File: config.mk
export PLATFORM = sky130hd
export DESIGN_NAME = xls_test_unroll_stream_sink
export DESIGN_NICKNAME = d
export VERILOG_FILES = /design/src/rtl/xls_test_unroll_stream_sink.sv
export SDC_FILE = /design/constraint.sdc
export NUM_CORES = 1
export LEC_CHECK = 0
export CAP_MARGIN = 20
export CORE_MARGIN = 2
export CORE_UTILIZATION = 60
export DETAILED_ROUTE_END_ITERATION = 16
export PLACE_DENSITY = 0.85
export SLEW_MARGIN = 20
export SYNTH_ARGS = -nofsm -noshare
export SYNTH_HDL_FRONTEND = slang
export SYNTH_SLANG_ARGS = --single-unit
export TNS_END_PERCENT = 5
File: constraint.sdc
create_clock -name clk -period 11.2 [get_ports clk]
set_clock_uncertainty 0.2 [all_clocks]
set_input_delay 3.36 -clock clk [delete_from_list [all_inputs] [get_ports clk]]
set_output_delay 3.36 -clock clk [all_outputs]
set_load 0.02 [all_outputs]
File: src/rtl/xls_test_unroll_stream_sink.sv
// ---------------------------------------------------------------------------
// xls_test_unroll_stream_sink
//
// Streaming wrapper around a fixed-latency, valid-less pipeline
// (xls_test_unroll, out = 496*x). Operands arrive on a ready/valid port and go
// straight into the pipeline. A shift register of the same length as the
// pipeline marks which slots hold accepted operands. When a marked slot reaches
// the pipeline output, its result is written into a small FIFO. The FIFO drives
// a ready/valid result port.
//
// Admission is credit based. An operand is accepted only while the queued
// results plus the in-flight operands leave room in the FIFO. As a result, a
// result is never dropped, however long the downstream stalls.
//
// Ports
//   clk        rising-edge clock
//   rst_n      asynchronous active-low reset
//   in_valid   upstream operand valid
//   in_ready   upstream may transfer this cycle
//   in_data    upstream operand x
//   pipe_x     operand to the pipeline x input (combinational from in_data)
//   pipe_out   result from the pipeline output
//   out_valid  result available at the FIFO head
//   out_ready  downstream accepts the head
//   out_data   FIFO head (show-ahead)
//   occupancy  FIFO entries plus in-flight operands
//   overflow   sticky flag; set if a result ever arrives at a full FIFO
// ---------------------------------------------------------------------------
module xls_test_unroll_stream_sink #(
   parameter int WIDTH   = 32,
   parameter int LATENCY = 6,
   parameter int DEPTH   = 8
) (
   input  logic                     clk,
   input  logic                     rst_n,
   input  logic                     in_valid,
   output logic                     in_ready,
   input  logic [WIDTH-1:0]         in_data,
   output logic [WIDTH-1:0]         pipe_x,
   input  logic [WIDTH-1:0]         pipe_out,
   output logic                     out_valid,
   input  logic                     out_ready,
   output logic [WIDTH-1:0]         out_data,
   output logic [$clog2(DEPTH):0]   occupancy,
   output logic                     overflow
);

   localparam int AW = $clog2(DEPTH);
   localparam int CW = AW + 1;
   // The sum is wide enough even if the pipeline is deeper than the FIFO.
   localparam int SW = $clog2(DEPTH + LATENCY + 1);

   // -----------------------------------------------------------------------
   // State
   // -----------------------------------------------------------------------
   logic [LATENCY-1:0] vld_q, vld_d;
   logic [AW-1:0]      wr_ptr_q, wr_ptr_d;
   logic [AW-1:0]      rd_ptr_q, rd_ptr_d;
   logic [CW-1:0]      count_q, count_d;
   logic               overflow_q, overflow_d;
   logic [WIDTH-1:0]   mem [DEPTH];

   logic               accept;
   logic               wr;
   logic               rd;
   logic               full;
   logic               wr_en;
   logic [SW-1:0]      inflight;
   logic [SW-1:0]      occ_sum;

   // The pipeline sees every cycle's operand. Only accepted ones are tracked.
   assign pipe_x = in_data;

   // -----------------------------------------------------------------------
   // Credit: in_ready depends only on registered state (and reset).
   // A pop in this cycle does not free a credit until the next cycle.
   // -----------------------------------------------------------------------
   always_comb begin
      inflight = '0;
      for (int i = 0; i < LATENCY; i++) begin
         inflight = inflight + SW'(vld_q[i]);
      end
      occ_sum = SW'(count_q) + inflight;
   end

   assign in_ready  = rst_n && (occ_sum < SW'(DEPTH));
   assign occupancy = occ_sum[CW-1:0];
   assign accept    = in_valid && in_ready;

   // -----------------------------------------------------------------------
   // Latency-matched valid shift register
   // -----------------------------------------------------------------------
   assign vld_d[0] = accept;
   generate
      for (genvar gi = 1; gi < LATENCY; gi++) begin : g_vld
         assign vld_d[gi] = vld_q[gi-1];
      end
   endgenerate

   // -----------------------------------------------------------------------
   // Result FIFO
   // -----------------------------------------------------------------------
   assign wr        = vld_q[LATENCY-1];
   assign out_valid = (count_q != '0);
   assign rd        = out_valid && out_ready;
   assign full      = (count_q == CW'(DEPTH));
   // A write into a full FIFO succeeds only if a pop frees the slot on the same edge.
   assign wr_en     = wr && (!full || rd);
   assign out_data  = mem[rd_ptr_q];
   assign overflow  = overflow_q;

   always_comb begin
      wr_ptr_d   = wr_ptr_q;
      rd_ptr_d   = rd_ptr_q;
      count_d    = count_q;
      overflow_d = overflow_q | (wr && full && !rd);
      if (wr_en) begin
         wr_ptr_d = wr_ptr_q + AW'(1);
      end
      if (rd) begin
         rd_ptr_d = rd_ptr_q + AW'(1);
      end
      case ({wr_en, rd})
         2'b10:   count_d = count_q + CW'(1);
         2'b01:   count_d = count_q - CW'(1);
         default: count_d = count_q;
      endcase
   end

   always_ff @(posedge clk or negedge rst_n) begin
      if (!rst_n) begin
         vld_q      <= '0;
         wr_ptr_q   <= '0;
         rd_ptr_q   <= '0;
         count_q    <= '0;
         overflow_q <= 1'b0;
      end else begin
         vld_q      <= vld_d;
         wr_ptr_q   <= wr_ptr_d;
         rd_ptr_q   <= rd_ptr_d;
         count_q    <= count_d;
         overflow_q <= overflow_d;
      end
   end

   // Storage has no reset. Entries are only visible through count_q.
   always_ff @(posedge clk) begin
      if (wr_en) begin
         mem[wr_ptr_q] <= pipe_out;
      end
   end

endmodule

==> impl_metrics.env <==
export IMPL_comb_power_share=0.340
export IMPL_setup_violations=0
export IMPL_io_pins=139
export IMPL_global_route_usage_over_all_layers=0.214
export IMPL_synth_area_sq_um=11000
export IMPL_synth_flop_cell="sky130_fd_sc_hd__edfxtp_1"
export IMPL_internal_power_mw=2.31
export IMPL_synth_edff_count=256
export IMPL_synth_async_reset_ratio=0.0623
export IMPL_nNetsFinal=642
export IMPL_p_clk_frac=0.262
export IMPL_final_common_cell="sky130_fd_sc_hd__edfxtp_1"
export IMPL_placement_io_buffers=74
export IMPL_finalCoreUtilization=0.701
export IMPL_tightest_slew_ps=1020
export IMPL_start_kind="input port"
export IMPL_die_area_sq_um=19500
export IMPL_dr_total_vias=4936
export IMPL_flow_area_growth_from_synthesis_pct=14.6
export IMPL_number_of_diodes_added_for_antenna_fixing=0
export IMPL_drt_antenna_violating_nets=0
export IMPL_hold_violations=0
export IMPL_timing_hold_worst_class="reg -> reg"
export IMPL_floorplan_die_height_microns=140
export IMPL_route_final_wire_length_mm=20.3
export IMPL_cts_hold_repair_buffers=0
export IMPL_tns_ps=0
export IMPL_placementRows=49
export IMPL_p_leak_nw=4.20
export IMPL_detail_route_first_pass_iterations=4
export IMPL_cts_buffers=27
export IMPL_post_synth_num_cell_types=38
export IMPL_clock_insertion_delay_worst_skew_ps=520
export IMPL_timing_slew_headroom=0.319
export IMPL_rsz0062_at_grt="false"
export IMPL_worst_r2r_setup_slack_ps=8100
export IMPL_ys_seq_elements=273
export IMPL_power_density_nw_per_um2=259
export IMPL_clock_tree_from_tritoncts="built"
export IMPL_ctsRootBufferMaster="sky130_fd_sc_hd__clkbuf_16"
export IMPL_dpl_cell_area_sq_um=11800
export IMPL_globalRoute_totalOverflow=0
export IMPL_drt_vias_per_instance=6.10
export IMPL_detailed_place_hpwl_mm=10.7
export IMPL_maximum_ir_drop_on_the_vdd_rail_v=0.000225
export IMPL_layout_cells_most_common_list="sky130_fd_sc_hd__edfxtp_1 (256), sky130_fd_sc_hd__clkdlybuf4s50_1 (74), sky130_fd_sc_hd__mux4_2 (39)"
export IMPL_max_cap_viols=0
export IMPL_fmaxAchievable_ghz=0.113
export IMPL_final_layout_size_suffix_gt1_frac=0.222
export IMPL_gpl_final_weighted_congestion=0.725
export IMPL_place_ws_ps=2270
export IMPL_synthesis_nets=581
export IMPL_p_seq_frac=0.398
export IMPL_finalWorstSetupSlack_ps=2330
export IMPL_postCtsSetupRepairBufs=0
export IMPL_cts_htree_levels=1
export IMPL_cts_sinks=273
export IMPL_grt_antenna_before_repair=1
export IMPL_grt_pass1_wl_mm=31.4
export IMPL_floorplan_initialDensity=0.612
export IMPL_syn_mean_instance_area_sq_um=22.1
export IMPL_worst_setup_hold_path_clk_slew_ps=60
export IMPL_drc=0
export IMPL_grt_pass1_vias=5515
export IMPL_p_sw_mw=0.973
export IMPL_cts_path_max_buffers=3
export IMPL_timing_final_crit_share=0.792
export IMPL_post_cts_resized_instances=0
export IMPL_wp_data_arrival_ps=5310
export IMPL_run_status="finished, final reports clean"
export IMPL_routed_len_inst_microns=25.0
export IMPL_grt_start_max_net_pins=67
export IMPL_post_route_min_period_ps=8870
export IMPL_critical_path_max_fanout=21
export IMPL_critical_path_required_ps=7640
export IMPL_drv_slew=0
export IMPL_synthesis_instances=500
export IMPL_initialDrtViolationCount=402
export IMPL_setup_worst_path_end_class="primary output"
export IMPL_die_width_microns=140
export IMPL_timing_worst_setup_path_type="in -> out"
export IMPL_synth_yosys_warnings=0
export IMPL_finish_instance_area_sq_um=12600
export IMPL_core_sq_um=18000
export IMPL_ys_seq_area_frac=0.735
export IMPL_power_share_switching=0.297
[state kept, by name, summed over array words and instances (netlist names)]
| register | flops |
|---|---|
| wr_ptr_q | 3 |
| overflow | 1 |
| rd_ptr_q | 3 |
| mem | 256 |
| count_q | 4 |
| vld_q | 6 |
[metrics by stage]
stage               instances  hold slack (ps)  power [mW]
global placement          761              188        2.41
finish                    809              211        3.28
CTS                       809              218        3.31
detailed placement        761              200        2.45
floorplan                 500              172        2.08
global route              809              231        3.42
[logic make-up (layout without fill, tap and decap cells)]
family | count (synthesis) | in the layout | synth area share
fa+ha+maj | 13 | 13 | 0.0181
flops | 273 | 273 | 0.735
compound gates | 12 | 12 | 0.00851
mux | 102 | 102 | 0.178
buf+inv | 65 | 145 | 0.0402
xor+xnor | 8 | 8 | 0.00635
simple gates | 27 | 27 | 0.0137
[layout make-up]
cell class | instances | area (sq um)
tap | 229 | 287
inverter | 13 | 48.8
timing repair buffer | 84 | 816
clock inverter | 10 | 92.6
multi-input combinational | 162 | 2520
sequential | 273 | 8120
fill | 1046 | 5380
clock buffer | 38 | 757
[synthesized netlist by cell type (2+ instances only)]
library cell,n,area share
sky130_fd_sc_hd__inv_1,13,0.0044
sky130_fd_sc_hd__dfrtp_1,17,0.039
sky130_fd_sc_hd__nor3_1,4,0.0018
sky130_fd_sc_hd__ha_1,8,0.0091
sky130_fd_sc_hd__buf_6,2,0.0020
sky130_fd_sc_hd__nand2_1,4,0.0014
sky130_fd_sc_hd__buf_12,2,0.0036
sky130_fd_sc_hd__nor3b_1,3,0.0020
sky130_fd_sc_hd__nor2_1,3,0.0010
sky130_fd_sc_hd__buf_4,32,0.022
sky130_fd_sc_hd__mux2i_1,3,0.0027
sky130_fd_sc_hd__mux4_1,25,0.060
sky130_fd_sc_hd__mux4_2,39,0.080
sky130_fd_sc_hd__edfxtp_1,256,0.70
sky130_fd_sc_hd__buf_2,7,0.0032
sky130_fd_sc_hd__o211ai_1,3,0.0020
sky130_fd_sc_hd__xnor2_1,7,0.0056
sky130_fd_sc_hd__mux2_2,33,0.034
sky130_fd_sc_hd__buf_8,2,0.0027
sky130_fd_sc_hd__nand2b_1,4,0.0023
sky130_fd_sc_hd__nand3_1,4,0.0018
sky130_fd_sc_hd__fa_1,5,0.0091
sky130_fd_sc_hd__clkbuf_1,6,0.0020
sky130_fd_sc_hd__mux2_1,2,0.0020
sky130_fd_sc_hd__a21oi_1,3,0.0014
[path summary, 6_finish.rpt]
kind                       startpoint     endpoint  depth (start not counted)
max                             rst_n     in_ready                          4
min                          vld_q[4]     vld_q[5]                          0
max reg2reg                count_q[3]   count_q[3]                          8
min reg2reg                  vld_q[4]     vld_q[5]                          0
max in group asynchronous       rst_n  rd_ptr_q[0]                          1
min in group asynchronous       rst_n     vld_q[0]                          1
[layer usage]
layer	vias up	routed length, microns	global-route usage
li1	2151	-	-
met1	2541	7640	0.276
met2	196	10600	0.369
met3	46	1600	0.0499
met4	2	446	0.0658
met5	-	13	0
[worst max-delay path, stage by stage]
cell and delay, ps:
sky130_fd_sc_hd__clkdlybuf4s50_1 1040, sky130_fd_sc_hd__nand2_1 140, sky130_fd_sc_hd__mux2i_1 150, sky130_fd_sc_hd__clkdlybuf4s50_1 620
[power by group through the flow]
stage	registers [mW]	clock network [mW]	logic, mW
after detailed placement	1.33	0	1.13
after global placement	1.32	0	1.09
after global routing	1.32	0.914	1.19
final	1.30	0.860	1.12
after CTS	1.31	0.874	1.13
after floorplan	1.26	0	0.819
Power figures use the tool's default switching activity.
